$ cat src/rtl/int_sequencer.sv
`default_nettype none
// ============================================================================
//  Module   : int_sequencer
//  Purpose  : Interrupt entry/exit sequencer. Freezes fetch, drains the pipe,
//             pushes return PC and CCR onto the data-memory stack, vectors to
//             the ISR; on RTI pops them back and resumes.
//  Options  : INT_NESTED_EN - allow up to three nested handlers (depth count)
//  Revision : 1.0 - initial release
// ============================================================================
module int_sequencer #(
    parameter logic [31:0] ISR_ADDR     = 32'h0000_0000,
    parameter int          DRAIN_CYCLES = 3              // must be >= 1
) (
    input  logic        clk_i,
    input  logic        reset_ni,
    input  logic        interrupt_i,
    input  logic        rti_i,
    input  logic [31:0] pc_next_i,
    input  logic [2:0]  flags_in_i,
    input  logic [31:0] sp_in_i,
    input  logic [15:0] mem_rdata_i,
    input  logic        mem_ack_i,
    output logic        stall_fetch_o,
    output logic        flush_o,
    output logic        mem_req_o,
    output logic        mem_we_o,
    output logic [31:0] mem_addr_o,
    output logic [15:0] mem_wdata_o,
    output logic        sp_we_o,
    output logic [31:0] sp_out_o,
    output logic        pc_load_o,
    output logic [31:0] pc_value_o,
    output logic        flags_load_o,
    output logic [2:0]  flags_value_o,
    output logic        in_isr_o
);

    localparam logic [3:0] ST_IDLE    = 4'd0;
    localparam logic [3:0] ST_DRAIN   = 4'd1;
    localparam logic [3:0] ST_PUSH_HI = 4'd2;
    localparam logic [3:0] ST_PUSH_LO = 4'd3;
    localparam logic [3:0] ST_PUSH_F  = 4'd4;
    localparam logic [3:0] ST_VECTOR  = 4'd5;
    localparam logic [3:0] ST_POP_F   = 4'd6;
    localparam logic [3:0] ST_POP_LO  = 4'd7;
    localparam logic [3:0] ST_POP_HI  = 4'd8;
    localparam logic [3:0] ST_RESUME  = 4'd9;

    localparam int              CNT_W    = (DRAIN_CYCLES > 1) ? $clog2(DRAIN_CYCLES) : 1;
    localparam logic [CNT_W-1:0] CNT_LAST = CNT_W'(DRAIN_CYCLES - 1);

    logic [3:0]       state_q,  state_d;
    logic [CNT_W-1:0] cnt_q,    cnt_d;
    logic             pending_q, pending_d;
    logic             rti_q,    rti_d;
    logic             flush_q,  flush_d;
    logic [31:0]      ret_pc_q, ret_pc_d;
    logic [31:0]      sp_q,     sp_d;
    logic [2:0]       flg_q,    flg_d;
    logic             in_isr;
    logic             can_take;

`ifdef INT_NESTED_EN
    logic [1:0] depth_q, depth_d;
    assign in_isr   = (depth_q != 2'd0);
    assign can_take = (depth_q != 2'd3);
`else
    logic isr_q, isr_d;
    assign in_isr   = isr_q;
    assign can_take = !isr_q;
`endif

    // Next-state logic: sequencing of entry/exit and stack-pointer updates
    always_comb begin
        state_d   = state_q;
        cnt_d     = cnt_q;
        pending_d = pending_q | interrupt_i;
        rti_d     = 1'b0;
        flush_d   = 1'b0;
        ret_pc_d  = ret_pc_q;
        sp_d      = sp_q;
        flg_d     = flg_q;
`ifdef INT_NESTED_EN
        depth_d   = depth_q;
`else
        isr_d     = isr_q;
`endif
        case (state_q)
            ST_IDLE: begin
                if (rti_q) begin
                    // Pop pre-increments, so start one above the current SP
                    state_d = ST_POP_F;
                    sp_d    = sp_in_i + 32'd1;
                    flush_d = 1'b1;
                end else if (pending_q && can_take && !(rti_i && in_isr)) begin
                    // An RTI arriving this cycle wins; the request waits
                    state_d   = ST_DRAIN;
                    pending_d = 1'b0;
                    cnt_d     = '0;
                    flush_d   = 1'b1;
                    ret_pc_d  = pc_next_i;
                    sp_d      = sp_in_i;
                    flg_d     = flags_in_i;
                end else begin
                    rti_d = rti_i & in_isr;
                end
            end
            ST_DRAIN: begin
                if (cnt_q == CNT_LAST) begin
                    state_d = ST_PUSH_HI;
                end else begin
                    cnt_d = cnt_q + 1'b1;
                end
            end
            ST_PUSH_HI: if (mem_ack_i) begin
                state_d = ST_PUSH_LO;
                sp_d    = sp_q - 32'd1;
            end
            ST_PUSH_LO: if (mem_ack_i) begin
                state_d = ST_PUSH_F;
                sp_d    = sp_q - 32'd1;
            end
            ST_PUSH_F: if (mem_ack_i) begin
                state_d = ST_VECTOR;
                sp_d    = sp_q - 32'd1;
            end
            ST_VECTOR: begin
                state_d = ST_IDLE;
`ifdef INT_NESTED_EN
                depth_d = depth_q + 2'd1;
`else
                isr_d   = 1'b1;
`endif
            end
            ST_POP_F: if (mem_ack_i) begin
                state_d = ST_POP_LO;
                flg_d   = mem_rdata_i[2:0];
                sp_d    = sp_q + 32'd1;
            end
            ST_POP_LO: if (mem_ack_i) begin
                state_d         = ST_POP_HI;
                ret_pc_d[15:0]  = mem_rdata_i;
                sp_d            = sp_q + 32'd1;
            end
            ST_POP_HI: if (mem_ack_i) begin
                // Last pop leaves SP pointing at the slot just read
                state_d         = ST_RESUME;
                ret_pc_d[31:16] = mem_rdata_i;
            end
            ST_RESUME: begin
                state_d = ST_IDLE;
`ifdef INT_NESTED_EN
                depth_d = depth_q - 2'd1;
`else
                isr_d   = 1'b0;
`endif
            end
            default: state_d = ST_IDLE;
        endcase
    end

    // State registers; reset abandons any sequence in progress
    always_ff @(posedge clk_i or negedge reset_ni) begin
        if (!reset_ni) begin
            state_q   <= ST_IDLE;
            cnt_q     <= '0;
            pending_q <= 1'b0;
            rti_q     <= 1'b0;
            flush_q   <= 1'b0;
            ret_pc_q  <= 32'd0;
            sp_q      <= 32'd0;
            flg_q     <= 3'd0;
`ifdef INT_NESTED_EN
            depth_q   <= 2'd0;
`else
            isr_q     <= 1'b0;
`endif
        end else begin
            state_q   <= state_d;
            cnt_q     <= cnt_d;
            pending_q <= pending_d;
            rti_q     <= rti_d;
            flush_q   <= flush_d;
            ret_pc_q  <= ret_pc_d;
            sp_q      <= sp_d;
            flg_q     <= flg_d;
`ifdef INT_NESTED_EN
            depth_q   <= depth_d;
`else
            isr_q     <= isr_d;
`endif
        end
    end

    // Outputs decoded from registered state only, so they stay stable across waits
    always_comb begin
        stall_fetch_o = (state_q != ST_IDLE);
        flush_o       = flush_q;
        mem_we_o      = (state_q == ST_PUSH_HI) || (state_q == ST_PUSH_LO) ||
                        (state_q == ST_PUSH_F);
        mem_req_o     = mem_we_o || (state_q == ST_POP_F) || (state_q == ST_POP_LO) ||
                        (state_q == ST_POP_HI);
        mem_addr_o    = mem_req_o ? sp_q : 32'd0;
        case (state_q)
            ST_PUSH_HI: mem_wdata_o = ret_pc_q[31:16];
            ST_PUSH_LO: mem_wdata_o = ret_pc_q[15:0];
            ST_PUSH_F:  mem_wdata_o = {13'd0, flg_q};
            default:    mem_wdata_o = 16'd0;
        endcase
        pc_load_o     = (state_q == ST_VECTOR) || (state_q == ST_RESUME);
        sp_we_o       = pc_load_o;
        sp_out_o      = pc_load_o ? sp_q : 32'd0;
        pc_value_o    = (state_q == ST_VECTOR) ? ISR_ADDR :
                        (state_q == ST_RESUME) ? ret_pc_q : 32'd0;
        flags_load_o  = (state_q == ST_RESUME);
        flags_value_o = flags_load_o ? flg_q : 3'd0;
        in_isr_o      = in_isr;
    end

endmodule
`default_nettype wire
$ cat config.mk
export PLATFORM = sky130hd
export DESIGN_NAME = int_sequencer
export DESIGN_NICKNAME = d
export VERILOG_FILES = /design/src/rtl/int_sequencer.sv
export SDC_FILE = /design/constraint.sdc
export NUM_CORES = 1
export LEC_CHECK = 0
export CAP_MARGIN = 30
export CORE_ASPECT_RATIO = 0.6
export CORE_MARGIN = 2
export CORE_UTILIZATION = 30
export DETAILED_ROUTE_END_ITERATION = 16
export SLEW_MARGIN = 30
export SYNTH_ARGS = -nofsm -noshare
export SYNTH_HDL_FRONTEND = slang
export SYNTH_SLANG_ARGS = --single-unit
$ cat constraint.sdc
create_clock -name clk_i -period 5 [get_ports clk_i]
set_clock_uncertainty 0.2 [all_clocks]
set_input_delay 0.75 -clock clk_i [delete_from_list [all_inputs] [get_ports clk_i]]
set_output_delay 0.75 -clock clk_i [all_outputs]
set_load 0.005 [all_outputs]
# Yosys cells after proc, flatten, opt, wreduce, memory -nomap -nowiden
# Index checks and enable logic that the tools add are counted.
[word_totals]
elab_cells = 110
input_bits = 88
regBits = 77
[classes]
bitwise_logic = 2
n_eq_ne = 23
reduce_logical = 27
n_mux = 44
add_sub_neg = 4
[ops]
columns = ["op", "count"]
rows = [
  ["32-bit 2-to-1 mux", 10],
  ["32-bit case mux with 3 select lines", 1],
  ["32-bit by 1-bit adder with 32-bit output (second input constant)", 2],
  ["16-bit case mux with 2 select lines", 2],
  ["16-bit case mux with 3 select lines", 1],
  ["4-bit 2-to-1 mux", 9],
  ["4-bit case mux with 8 select lines", 1],
  ["32-bit by 1-bit subtractor with 32-bit output (second input constant)", 1],
  ["2-bit != test (second input constant)", 10],
  ["4-bit AND reduction", 5],
  ["4-bit by 3-bit == test with 1-bit output (second input constant)", 4],
  ["16-bit 2-to-1 mux", 1],
  ["3-bit 2-to-1 mux", 4],
  ["2-bit nonzero test", 5],
  ["1-bit 2-to-1 mux", 9],
  ["4-bit by 2-bit == test with 1-bit output (second input constant)", 2],
  ["4-bit == test (second input constant)", 2],
  ["8-bit AND reduction", 1],
  ["1-bit logical OR", 6],
  ["2-bit 2-to-1 mux", 3],
  ["3-bit case mux with 2 select lines", 1],
  ["4-bit by 1-bit == test with 1-bit output (second input constant)", 1],
  ["4-bit logical NOT", 1],
  ["2-bit by 1-bit != test with 1-bit output (second input constant)", 2],
  ["other kinds (13)", 16],
]

# Logic depth before layout (Yosys ltp)
# Gate-level depths: netlist of run 1.
[depth]
word_depth = 7
ltp_mapped = 16
ltp_nobuf = 9

# Worst setup path after synthesis of run 1
# OpenSTA, ideal clock, no wires.
[synth_timing]
path_kind = "reg-to-reg"
start = "register state_q[3]"
end = "register sp_q[28]"
stages_incl_launch_ff = 15
setup_slack_ps = 1170
path_buffers = 5
t_arrival_ps = 3504
setup_time_ps = 126
period_less_slack_ps = 3830
t_required_ps = 4674
cell_sequence = "dfrtp_1 > and3b_1 > clkbuf_1 > buf_2 > buf_1 > clkbuf_1 > xnor2_1 > ha_1 > clkbuf_2 > nand4_1 > nor4_1 > o2bb2ai_1 > nor4b_1 > o31ai_1 > a221o_1"
[synth_via]
elab_chain_cells = 4
word_cells_on_any_way = 14
cone_classes = "eq/ne (8); mux (1); reduce/logical (5)"
[synth_rtl]
columns = ["element", "line_no", "text"]
rows = [
  ["start, declared", "52", "logic [3:0] state_q, state_d;"],
  ["start signal, assigned", "179", "state_q <= state_d;"],
  ["4-bit by 2-bit == test with 1-bit output or 4-bit by 3-bit == test with 1-bit output (tied branches)", "88", "case (state_q)"],
  ["3-bit OR reduction (no line) or 2-bit OR reduction (tied branches)", "-", ""],
  ["2-bit by 1-bit != test with 1-bit output (no line) or 3-bit nonzero test (tied branches)", "-", ""],
  ["4-bit AND reduction (no line)", "-", ""],
  ["end signal, assigned", "185", "sp_q <= sp_d;"],
  ["end, declared", "58", "logic [31:0] sp_q, sp_d;"],
]
# Several ways; a longest one is shown, not always the timed one.
# A chain may end at the register's enable or synchronous reset.

# Worst setup path in the final report of run 1
[layout_timing]
start = "register state_q[3]"
end = "output mem_addr_o[11]"
[layout_via]
elab_chain_cells = 7
word_cells_on_any_way = 12
cone_classes = "eq/ne (6); mux (1); reduce/logical (5)"
[layout_rtl]
columns = ["element", "line_no", "text"]
rows = [
  ["4-bit by 2-bit == test with 1-bit output", "199", "mem_we_o = (state_q == ST_PUSH_HI) || (state_q == ST_PUSH_LO) ||"],
  ["1-bit logical OR (2 in series)", "199", ""],
  ["1-bit logical OR (2 in series)", "201", "mem_req_o = mem_we_o || (state_q == ST_POP_F) || (state_q == ST_POP_LO) ||"],
  ["1-bit logical OR (*)", "201", ""],
  ["32-bit 2-to-1 mux (*)", "203", "mem_addr_o = mem_req_o ? sp_q : 32'd0;"],
  ["end, declared", "27", "output logic [31:0] mem_addr_o,"],
]
# Every way passes the cells marked *; elsewhere a longest branch is shown, timed or not.

==> summary.md, run 1 <==
| Metric | Value |
|---|---|
| Type of the worst min-delay path | input port to async pin |
| Setup TNS | 0 ns |
| Longest Clk Path Bufs | 2 |
| Netlist Area Pre-Place | 6710 um2 |
| GR Overflow Total | 0 |
| Final setup fails | 0 |
| Combinational group share of total power | 57.0% |
| CTS tree | built |
| DRT Pass-1 Iters | 7 |
| Post-Syn Instances | 886 |
| CP Launch Type | flop |
| Syn Nets | 977 |
| DRC | 0 |
| Required @ worst endpoint | 4.05 ns |
| WS Path Type | flop to output pin |
| Largest net degree at the start of global routing | 41 |
| Int Pwr | 2.64 mW |
| Clock sinks | 77 |
| Crit path capture type | output pin |
| Clk_lat worst skew | 0.34 ns |
| Pwr Density | 542 nW/um2 |
| Die X | 197 um |
| Die height | 120 um |
| Initial DRC Count | 893 |
| Row cnt | 42 |
| Final period utilization | 78.8% |
| Maximum capacitance violations | 0 |
| Yosys top cell by area | dfrtp_1 |
| Initial Util | 30.5% |
| Initial antenna violation count | 0 |
| Register bit total from synthesis | 77 |
| Post-synth EDFFs | 0 |
| Part of the power in registers | 30.0% |
| Routability cong. | 0.973 |
| Top cells by count, synth | nand2_1, dfrtp_1, and2_1, nor2_1, clkbuf_1 |
| Max Slew Vio Count | 0 |
| First-pass GRT wire length | 41000 um |
| Finished Layout Cells | 1340 |
| Top cells by area, synth | dfrtp_1, and2_1, mux2i_1, nand2_1, o21ai_0 |
| Cts hold-fix bufs | 0 |
| Count leader, synth | nand2_1 |
| Clock transition at path regs | 0.07 ns |
| Post-CTS Setup Bufs | 0 |
| RSZ-0062 raised after global routing | false |
| Clock power frac | 12.9% |
| Crit-path max FO | 18 |
| Inserted Clock Buffers | 9 |
| Vias/cell | 5.55 |
| Tmin final | 3.94 ns |
| Synth warn | 0 |
| Worst vdd ir | 226 uV |
| Layout area overhead | 39.2% |
| Worst Setup SP | state_q[3] |
| Post-synth ARST share | 100% |
| DP HPWL | 20000 um |
| Post-route ant nets | 0 |
| Root buf cell | clkbuf_16 |
| GRT Total Usage | 22.4% |
| R2r startpoint | state_q[1] |
| Final core utilization | 42.4% |
| H-tree levels | 3 |
| Vias in the first global route | 6873 |
| Status | finished, final reports clean |
| Max Clk Rate | 0.254 GHz |
| Most used DFF post-synth | dfrtp_1 |
| Routed len/inst | 19.8 um |
| Share of layout cells above drive strength 1 | 5.98% |
| Final hold viol count | 0 |
| Sequential-to-total area share from yosys stat | 28.7% |
| Number of port buffers | 210 |
| Top cell type's share of synthesized area | 28.7% |
| DR vias | 7432 |
| Wirelength, routed | 26500 um |
| Die Area | 23600 um2 |
| Synth cell types | 71 |
| Worst Tran Pin Value | 0.996 ns |
| Cells after DPL | 1324 |
| Final #Nets | 1140 |
| Core Area | 22000 um2 |
| IO Pins | 211 |
| Slew HR | 33.2% |
| Syn avg cell area | 7.58 um2 |
| P_leak | 3.55 nW |
| Sw Pwr | 2.43 mW |
| Post-CTS sizing | 0 |
| # diodes | 0 |
| Switching Share | 48.0% |
| CP Data Arrival Time | 2.99 ns |
## cell type report
type,instances,area [um2]
Fill cell,2236,12700
Clock buffer,9,225
Inverter,18,67.6
Tap cell,286,358
Multi-Input combinational cell,714,4460
Sequential cell,77,1930
Timing Repair Buffer,229,2240
Clock inverter,7,65.1
## kinds of logic after synthesis
group           count (synthesis)  share of synthesized area, %
simple gates                  444                          35.7
compound gates                194                          19.0
buf+inv                        95                          5.65
flops                          77                          28.7
mux                            42                          6.30
xor+xnor                       31                          4.04
fa+ha+maj                       3                         0.559
## routing by layer
layer | GRT usage [%] | share of wire, % | vias up
met5 | 0 | 0 | -
li1 | - | - | 3532
met1 | 35.4 | 50 | 3543
met3 | 5.20 | 9.3 | 18
met4 | 3.20 | 0.77 | 0
met2 | 31.0 | 40 | 339
## path summary, 6_finish.rpt
path / end / depth (start not counted) / slack, ns
min in group clk_i: cnt_q[0] / 1 / 0.30
setup / recovery: mem_addr_o[11] / 6 / 1.06
max in group asynchronous: ret_pc_q[21] / 2 / 3.44
hold reg to reg: cnt_q[0] / 1 / 0.30
setup reg to reg: sp_q[18] / 9 / 1.40
hold / removal: ret_pc_q[22] / 1 / 0.20
## power groups by stage
stage	Clock [mW]	Combinational (mW)	Sequential (mW)
final	0.656	2.89	1.52
after global routing	0.699	3.17	1.57
after CTS	0.671	2.88	1.49
after detailed placement	0	2.86	1.50
after global placement	0	2.84	1.49
after floorplan	0	1.92	1.08
## critical path, stage by stage, from the launching register on
cell and delay (ns):
dfrtp_1 0.69, or3b_2 0.49, a21oi_1 0.27, a21oi_4 0.16
buf_4 0.28, nor2_1 0.21, clkdlybuf4s50_1 0.55
## per-stage QoR
step | power [mW] | area, um2 | worst slack, ns | hold slack (ns)
finish | 5.07 | 9350 | 1.06 | 0.204
CTS | 5.04 | 9340 | 1.07 | 0.214
global route | 5.44 | 9350 | 0.866 | 0.235
floorplan | 3.00 | 6710 | 1.17 | 0.254
global placement | 4.33 | 9050 | 1.41 | 0.272
detailed placement | 4.37 | 9050 | 1.31 | 0.289
## layout by cell type (no fill, tap or decap), drive strengths merged, types with 22 or more instances in the layout
cell / Yosys / layout
nand4: 25 / 25
inv: 18 / 22
nor3: 32 / 32
a21oi: 38 / 38
nand2: 89 / 89
nor2: 71 / 71
clkdlybuf4s50: 0 / 209
dfrtp: 77 / 77
nor2b: 30 / 30
nand3: 37 / 37
and2: 73 / 73
o21ai: 58 / 58
mux2i: 40 / 40
## state kept, by name (all words and copies together) (netlist names)
register,flops
rti_q,1
flg_q,3
pending_q,1
ret_pc_q,32
in_isr_o,1
sp_q,32
cnt_q,2
flush_o,1
state_q,4
No activity file was read; power rests on OpenSTA's default activity.
==> run 2, diff against run 1 <==
- clock period: 5 -> 3.9 ns (I/O delays scaled with it)
==> run 2 against run 1 <==
Against the previous run: clock power rose by 33%; via count about the same; setup slack worse by 0.71 ns; combinational power grew 34%; non-clock buffer count is 10 higher; final cell count is 0.75% higher; first-iteration DRC count shrank 31%; global-route usage is 0.14 points lower; utilization up 0.53 points; count of clock-buffer cells in the layout stayed put; critical path type unchanged; highest routed layer unchanged.
==> summary.md, run 2 (synthesis results as in run 1) <==
| Metric | Value |
|---|---|
| DRT Pass-1 Iters | 7 (unchanged) |
| Cells after DPL | 1334 (+0.76%) |
| Status | finished, final reports clean |
| Vias in the first global route | 6789 (-1.2%) |
| Final hold viol count | 0 (unchanged) |
| Type of the worst min-delay path | input port to async pin |
| DRC | 0 (unchanged) |
| Final period utilization | 90.9% |
| Die height | 120 um (unchanged) |
| GRT Total Usage | 22.3% (-0.14 points) |
| Required @ worst endpoint | 3.12 ns (-0.93 ns) |
| Number of port buffers | 210 (unchanged) |
| Post-route ant nets | 0 (unchanged) |
| WL met1 | 13300 um (-0.20%) |
| Initial Util | 30.5% (unchanged) |
| Detail Route met3 WL | 2520 um (+1.7%) |
| Row cnt | 42 (unchanged) |
| H-tree levels | 3 (unchanged) |
| Power, Total | 6.66 mW (+31%) |
| Worst vdd ir | 226 uV (-0.21%) |
| Crit path capture type | output pin |
| Largest net degree at the start of global routing | 49 (+20%) |
| WHS | 0.0705 ns (-0.134 ns) |
| Pwr Density | 704 nW/um2 (+30%) |
| CP Launch Type | flop |
| WS Path Type | flop to output pin |
| Area after DPL | 9160 um2 (+1.2%) |
| Fillcell total | 2233 (-0.13%) |
| Clock transition at path regs | 0.06 ns (about the same) |
| Die Area | 23600 um2 (unchanged) |
| Footprint of the multi-input gates | 4450 um2 (-0.17%) |
| Most common cell after layout, fill and taps aside | clkdlybuf4s50_1 |
| First-pass GRT wire length | 40800 um (-0.56%) |
| Longest Clk Path Bufs | 2 (unchanged) |
| Max Used Layer | met4 |
| Max Clk Rate | 0.282 GHz |
| DR vias | 7431 (-0.013%) |
| Largest regs | ret_pc_q (32), sp_q (32), state_q (4) |
| Maximum capacitance violations | 0 (unchanged) |
| Final #Nets | 1150 (+0.88%) |
| IO Pins | 211 (unchanged) |
| GR Overflow Total | 0 (unchanged) |
| P_leak | 3.62 nW (+1.9%) |
| Initial antenna violation count | 0 (unchanged) |
| Clock sinks | 77 (unchanged) |
| Cts hold-fix bufs | 0 (unchanged) |
| Die X | 197 um (unchanged) |
| Worst Setup SP | state_q[3] |
| Tmin final | 3.54 ns |
| Vias/cell | 5.50 (-0.75%) |
| Post-CTS sizing | 0 (unchanged) |
| Max Slew Vio Count | 0 (unchanged) |
| CP Data Arrival Time | 2.76 ns (-0.23 ns) |
| Routed len/inst | 19.4 um (-1.7%) |
| Register Area | 1930 um2 (unchanged) |
| Initial DRC Count | 616 (-31%) |
| Final Cell Area | 9460 um2 (+1.3%) |
| # diodes | 0 (unchanged) |
| Slew HR | 35.3% (+2.1 points) |
| Routability cong. | 0.939 (-3.4%) |
| CTS tree | built |
| RSZ-0062 raised after global routing | false |
| Finished Layout Cells | 1350 (+0.75%) |
| WL met2 | 10200 um (-2.8%) |
| DP HPWL | 20200 um (+0.66%) |
| Commonest cells after routing, fill and taps aside | clkdlybuf4s50_1, nand2_1, dfrtp_1 |
| R2r startpoint | state_q[1] |
| Wirelength, routed | 26200 um (-0.94%) |
| Post-CTS Setup Bufs | 0 (unchanged) |
| Layout area overhead | 41.0% |
| Core Area | 22000 um2 (unchanged) |
| Root buf cell | clkbuf_16 |
| Crit-path max FO | 24 (+6) |
| Final setup fails | 0 (unchanged) |
| Clk_lat worst skew | 0.35 ns (about the same) |
| Inserted Clock Buffers | 9 (unchanged) |
| Setup TNS | 0 ns (unchanged) |
| Share of layout cells above drive strength 1 | 6.67% (+0.70 points) |
| Worst Tran Pin Value | 0.962 ns (-0.0344 ns) |
## run 2: power by group
| part | total [mW] | switching, mW | internal (mW) |
|---|---|---|---|
| Clock | 0.875 | 0.369 | 0.506 |
| Sequential | 1.92 | 0.756 | 1.17 |
| Combinational | 3.86 | 2.01 | 1.85 |
## run 2: layout make-up
cell class	instances	area share (%)
Tap cell	286	3.78
Clock inverter	7	0.846
Timing Repair Buffer	239	24.9
Multi-Input combinational cell	714	47.1
Clock buffer	9	2.38
Sequential cell	77	20.4
Inverter	18	0.714
## run 2: final timing paths
check / slack, ns / end / depth (start not counted)
setup / recovery: 0.36 / sp_out_o[31] / 5
hold / removal: 0.07 / ret_pc_q[22] / 1
setup reg to reg: 0.60 / sp_q[23] / 6
hold reg to reg: 0.30 / ret_pc_q[30] / 2
max in group asynchronous: 2.70 / sp_q[14] / 2
min in group clk_i: 0.30 / ret_pc_q[30] / 2
## run 2: through the flow
stage / setup WS, ns / utilization (%)
final: 0.355 / 43.0
after global routing: 0.163 / 43.0
after CTS: 0.356 / 43.0
after detailed placement: 0.727 / 41.6
after global placement: 0.760 / 41.6
after floorplan: 0.0697 / -
## run 2: layer usage
metal / up-vias / GRT usage [%]
met5: - / 0
met4: 0 / 4.04
met3: 23 / 6.63
met2: 334 / 30.1
met1: 3518 / 34.4
li1: 3556 / -
## run 2: critical path, stage by stage (launching register included)
cell             delay, ns
dfrtp_1               0.68
nand2_1               0.33
a21oi_2               0.53
buf_12                0.22
and2_1                0.14
clkdlybuf4s50_1       0.50
